$ cat src/rtl/fetch_sequencer_if.sv
// rtl/fetch_sequencer_if.sv - instruction-memory request/ready handshake bundle
interface fetch_sequencer_if;
  logic        imem_req;
  logic [31:0] imem_addr;
  logic        imem_ready;
  logic [31:0] imem_rdata;

  modport master (output imem_req, output imem_addr, input imem_ready, input imem_rdata);
  modport slave  (input imem_req, input imem_addr, output imem_ready, output imem_rdata);
endinterface

$ cat src/rtl/fetch_sequencer.sv
// rtl/fetch_sequencer.sv - fetch-stage PC sequencer with delay-slot redirect and stall buffer
module fetch_sequencer #(
  parameter logic [31:0] RESET_PC = 32'h0000_3000
) (
  input  logic                      clk,
  input  logic                      rst_n,
  input  logic                      stall,
  input  logic                      branch,
  input  logic                      jump,
  input  logic [31:0]               branch_addr,
  input  logic [31:0]               jump_addr,
  fetch_sequencer_if.master         imem,
  output logic                      if_valid,
  output logic [31:0]               if_instr,
  output logic [31:0]               if_pc,
  output logic [31:0]               if_pc_4,
  output logic                      redirect_pending
);

  typedef enum logic {IDLE, FETCH} state_t;

  state_t      state_q;
  logic [31:0] pc_q, pc_d;
  logic        if_valid_q, if_valid_d;
  logic [31:0] if_instr_q, if_pc_q, if_pc_4_q;
  logic        pend_q, pend_d;
  logic [31:0] pend_addr_q, pend_addr_d;

  logic        fire;
  logic        redirect;
  logic [31:0] target;

  assign imem.imem_req  = (state_q == FETCH) && (!if_valid_q || !stall);
  assign imem.imem_addr = pc_q;

  assign fire     = imem.imem_req && imem.imem_ready;
  assign redirect = branch || jump;
  assign target   = jump ? jump_addr : branch_addr;

  always_comb begin
    pc_d        = pc_q;
    pend_d      = pend_q;
    pend_addr_d = pend_addr_q;
    if_valid_d  = if_valid_q;

    if (fire) begin
      if (pend_q)
        pc_d = pend_addr_q;
      else if (redirect)
        pc_d = target;
      else
        pc_d = pc_q + 32'd4;
    end

    // A redirect coinciding with a completion with nothing pending makes that
    // completion the delay slot, so the target goes straight into pc instead.
    if (redirect && !(fire && !pend_q)) begin
      pend_addr_d = target;
      pend_d      = 1'b1;
    end else if (fire) begin
      pend_d      = 1'b0;
    end

    if (fire)
      if_valid_d = 1'b1;
    else if (if_valid_q && !stall)
      if_valid_d = 1'b0;
  end

  always_ff @(posedge clk or negedge rst_n) begin
    if (!rst_n) begin
      state_q     <= IDLE;
      pc_q        <= RESET_PC;
      if_valid_q  <= 1'b0;
      if_instr_q  <= 32'd0;
      if_pc_q     <= 32'd0;
      if_pc_4_q   <= 32'd4;
      pend_q      <= 1'b0;
      pend_addr_q <= 32'd0;
    end else begin
      case (state_q)
        IDLE:    state_q <= FETCH;
        default: state_q <= FETCH;
      endcase
      pc_q        <= pc_d;
      pend_q      <= pend_d;
      pend_addr_q <= pend_addr_d;
      if_valid_q  <= if_valid_d;
      if (fire) begin
        if_instr_q <= imem.imem_rdata;
        if_pc_q    <= pc_q;
        if_pc_4_q  <= pc_q + 32'd4;
      end
    end
  end

  assign if_valid         = if_valid_q;
  assign if_instr         = if_instr_q;
  assign if_pc            = if_pc_q;
  assign if_pc_4          = if_pc_4_q;
  assign redirect_pending = pend_q;

endmodule

$ cat src/flat_wrapper.sv
// flat-port wrapper written by rule: the top's interface ports become plain ports
module fetch_sequencer_flat 
#(
  parameter logic [31:0] RESET_PC = 32'h0000_3000
)
  (clk, rst_n, stall, branch, jump, branch_addr, jump_addr, if_valid, if_instr, if_pc, if_pc_4, redirect_pending, imem_imem_req, imem_imem_addr, imem_imem_ready, imem_imem_rdata);
  fetch_sequencer_if imem_i ();
  input  logic clk;
  input  logic rst_n;
  input  logic stall;
  input  logic branch;
  input  logic jump;
  input  logic [31:0] branch_addr;
  input  logic [31:0] jump_addr;
  output logic if_valid;
  output logic [31:0] if_instr;
  output logic [31:0] if_pc;
  output logic [31:0] if_pc_4;
  output logic redirect_pending;
  output wire logic [$bits(imem_i.imem_req)-1:0] imem_imem_req;
  output wire logic [$bits(imem_i.imem_addr)-1:0] imem_imem_addr;
  input wire logic [$bits(imem_i.imem_ready)-1:0] imem_imem_ready;
  input wire logic [$bits(imem_i.imem_rdata)-1:0] imem_imem_rdata;
  assign imem_imem_req = imem_i.imem_req;
  assign imem_imem_addr = imem_i.imem_addr;
  assign imem_i.imem_ready = imem_imem_ready;
  assign imem_i.imem_rdata = imem_imem_rdata;
  fetch_sequencer #(.RESET_PC(RESET_PC)) u_core (.clk(clk), .rst_n(rst_n), .stall(stall), .branch(branch), .jump(jump), .branch_addr(branch_addr), .jump_addr(jump_addr), .imem(imem_i), .if_valid(if_valid), .if_instr(if_instr), .if_pc(if_pc), .if_pc_4(if_pc_4), .redirect_pending(redirect_pending));
endmodule
$ cat config.mk
export PLATFORM = sky130hd
export DESIGN_NAME = fetch_sequencer_flat
export DESIGN_NICKNAME = d
export VERILOG_FILES = /design/src/rtl/fetch_sequencer_if.sv /design/src/rtl/fetch_sequencer.sv /design/src/flat_wrapper.sv
export SDC_FILE = /design/constraint.sdc
export NUM_CORES = 1
export LEC_CHECK = 0
export CAP_MARGIN = 5
export CORE_MARGIN = 1.5
export CORE_UTILIZATION = 35
export CTS_BUF_LIST = sky130_fd_sc_hd__clkbuf_16
export CTS_CLUSTER_SIZE = 25
export DETAILED_ROUTE_END_ITERATION = 10
export PLACE_DENSITY_LB_ADDON = 0.1
export RECOVER_POWER = 100
export SLEW_MARGIN = 40
export SYNTH_ARGS = -nofsm -noshare
export SYNTH_HDL_FRONTEND = slang
export SYNTH_SLANG_ARGS = --single-unit
$ cat constraint.sdc
create_clock -name clk -period 2.7 [get_ports clk]
set_clock_uncertainty 0.05 [all_clocks]
set_input_delay 0.54 -clock clk [delete_from_list [all_inputs] [get_ports clk]]
set_output_delay 0.54 -clock clk [all_outputs]
set_load 0.005 [all_outputs]
==> results.py, run 1 <==
metrics = {
    "status": {
        "outcome": "finished, violations left",
        "violations": "DRC, capacitance limit, slew limit",
    },
    "cts": {
        "cts_tree": "done",
        "clockBufferDepth": 2,
        "clock_sinks": 161,
        "cts_resized": 0,
        "htreeDepth": 4,
        "clkTransAtPathRegs_ns": 0.07,
        "clockRootBuffer": "clkbuf_16",
        "worstSkewPairLatency_ns": 0.43,
        "cts_buffers": 17,
        "hold_buffers": 0,
        "cts_setup_buffers": 0,
    },
    "detailed_routing": {
        "wl_per_cell_um": 17.03,
        "postRouteWirelength_um": 24200,
        "drt_iter0_markers": 476,
        "via_per_inst": 5.072,
        "drt-pass1-iter-count": 8,
        "drc": 18,
        "antenna_left": 0,
        "dr_total_vias": 7208,
    },
    "setup_path": {
        "ff2ff_setup_slack_ns": 0.32,
        "cp.arrival_ns": 1.93,
        "required_ns": 2.11,
        "max_stage_delay_ns": 0.62,
        "rr_worst_depth": 5,
        "slowest_stage": "dlygate4sd3_1",
        "crit_chain": "dlygate4sd3_1 > a21boi_0 > dlygate4sd3_1",
        "cp-start-kind": "input pin",
        "reg2reg_from": "u_core.imem.imem_addr[12]",
        "end_kind": "output pin",
        "criticalPathCategory": "input pin to output pin",
        "path_max_fanout": 2,
        "r2r_end": "u_core.imem.imem_addr[17]",
        "critPathMostFrequentCell": "dlygate4sd3_1",
    },
    "synth": {
        "seq_area_frac_synth_pct": 51.26,
        "synthesis.nets": 1003,
        "synthArstFlopShare_pct": 100.0,
        "ys_ff_latch": 161,
        "syn_avg_cell_area_um2": 8.740,
        "synthAdderAreaFrac_pct": 0.1591,
        "yosysWarnings": 0,
        "post_synth_num_cell_types": 47,
        "synth_simple_gate_area_share_pct": 21.28,
        "synth_edf_count": 0,
        "synthCells": 900,
        "synth_compound_area_share_pct": 15.75,
        "synth_top_family_by_area": "simple AND/OR/NAND/NOR gates",
        "synth_flop_cell": "dfrtp_1",
        "synthMuxAreaShare_pct": 4.326,
        "syn_area_mm2": 0.007866,
        "synthXorXnorAreaFrac_pct": 3.006,
    },
    "floorplan": {
        "rows": 54,
        "start_util_pct": 35.82,
        "fp.dieH_um": 152.9,
        "coreArea_mm2": 0.02196,
        "die_area_mm2": 0.02338,
        "fp.dieW_um": 152.9,
        "ios": 233,
    },
    "global_route": {
        "grt_use_total_pct": 21.05,
        "grt_pass1_vias": 6686,
        "grt_pass1_wl_um": 38670,
        "grt_max_degree": 59,
        "grt-ovfl-total": 0,
        "antenna_found_initial": 0,
    },
    "cells_and_area": {
        "n_antenna_cell": 0,
        "layout_common_cells": "251 x nand2_1, 158 x dfrtp_1, 123 x dlygate4sd3_1",
        "fin_nets": 1231,
        "fin_util_pct": 50.94,
        "final_area_mm2": 0.01119,
        "drive_gt1_share_pct": 6.836,
        "fin_cells": 1421,
        "layout_commonest_cell": "nand2_1",
        "area_growth_syn_to_layout_pct": 42.20,
    },
    "timing": {
        "hold_violations": 0,
        "whs_ns": 0.4185,
        "timing.setup.tns_ns": 0,
        "worstMarginPinSlew_ns": 1.631,
        "fin_ws_ns": 0.1791,
        "report.final.setup_viol": 0,
        "fin_crit_ns": 2.521,
        "max_slew_margin_pct": -8.763,
        "period_share_pct": 93.37,
        "fmax_mhz": 396.7,
        "rsz0062_at_grt": "false",
        "slew_viol_final": 58,
    },
    "place": {
        "dp_slack_ns": 0.2522,
        "gp_congestion": 0.7970,
        "dp.final_hpwl_um": 17600,
        "portBuffers": 232,
        "dp.cells": 1389,
        "postPlaceCellArea_mm2": 0.01070,
    },
    "worst_hold_path": {
        "min_from": "u_core.if_instr[22]",
        "hold_depth": 2,
        "min_to": "u_core.if_instr[22]",
        "hold_path_class": "flop to flop",
    },
    "flow_run": {
        "cap_violations": 1,
    },
    "pwr": {
        "leakage_nw": 5.098,
        "vdd_ir_drop_max_uv": 350.8,
        "p_per_area_mw_per_mm2": 699.3,
        "power_mw": 7.822,
    },
}
## per-layer routing
| metal | share of wire (%) | GRT usage, % |
|---|---|---|
| met5 | 0 | 0 |
| met4 | 1.1 | 5.462 |
| met1 | 50 | 32.68 |
| met3 | 6.7 | 4.451 |
| met2 | 43 | 29.38 |
## report_power, final
group          total [mW]  internal [mW]  switching [mW]
sequential           3.27           2.88           0.386
combinational        1.99           1.06           0.935
clock                2.56           1.48            1.08
## worst max-delay path: cells and delay by family
kind	cells	cell delay [ns]
buffers and inverters	2	1.17
AO/OA/AOI/OAI	1	0.22
## registers in the layout (all words and copies together) (netlist names)
name / flops
u_core.if_instr: 32
u_core.if_pc: 30
u_core.if_pc_4: 32
u_core.if_valid: 1
u_core.imem.imem_addr: 32
u_core.pend_addr_q: 32
u_core.redirect_pending: 1
u_core.state_q: 1
## final cells by class
cell class / count / area (um^2)
well taps: 280 / 350.3
repair buffers: 279 / 2646
flip-flops and latches: 161 / 4033
multi-input cells: 658 / 3498
clock inverters: 15 / 191.4
fillers: 2103 / 10770
clock buffers: 17 / 425.4
inverters: 11 / 41.29
## cell families (layout without fill, tap and decap cells)
logic type      count (synthesis)  count (layout)
compound gates                207             207
mux                            34              34
buf+inv                        81             322
fa+ha+maj                       1               1
other cells                     1               1
simple gates                  388             388
flops                         161             161
xor+xnor                       27              27
## cell usage after synthesis, types with 2 or more instances
cell	n	area (um^2)
xor2_1	7	61.31
a22oi_1	24	180.2
nor4b_2	2	30.03
a21oi_1	53	265.3
o2bb2ai_1	7	61.31
buf_2	10	50.05
nor4_4	2	42.54
a31oi_1	6	37.54
dfstp_2	3	78.83
o22ai_1	3	18.77
nor2_1	68	255.2
xnor2_1	20	175.2
or3b_2	2	17.52
o32ai_1	3	26.28
or4_1	4	30.03
o211ai_1	10	75.07
nand3_1	18	90.09
and2_1	3	18.77
nand4_1	10	62.56
nor3_1	10	50.05
inv_1	11	41.29
buf_4	3	22.52
a221o_1	5	50.05
buf_1	6	22.52
and3_1	7	43.79
a32oi_1	2	17.52
clkbuf_1	51	191.4
o21ai_0	83	415.4
mux2i_1	34	340.3
nand2_1	252	945.9
a221oi_1	7	61.31
nor4_1	2	12.51
dfrtp_1	158	3954
## worst max-delay path by stage
stage,slack [ns],from,end
3_5_place_dp,0.25,stall,u_core.if_pc[21]
2_1_floorplan,0.68,u_core.imem.imem_addr[12],u_core.imem.imem_addr[26]
5_1_grt,0.14,stall,imem_imem_req
6_report,0.18,stall,imem_imem_req
3_3_place_gp,0.27,stall,u_core.if_pc_4[2]
4_1_cts,0.33,stall,imem_imem_req
Note: power is estimated with default switching activity, not from simulation.
==> inputs of run 2 (changes only) <==
--- a/config.mk
+++ b/config.mk
@@ -13,6 +13,7 @@
 export DETAILED_ROUTE_END_ITERATION = 10
 export PLACE_DENSITY_LB_ADDON = 0.1
 export RECOVER_POWER = 100
+export SKIP_LAST_GASP = 1
 export SLEW_MARGIN = 40
 export SYNTH_ARGS = -nofsm -noshare
 export SYNTH_HDL_FRONTEND = slang
==> results of run 2 <==
The final DEF is identical to that of run 1; final timing and power are the same.
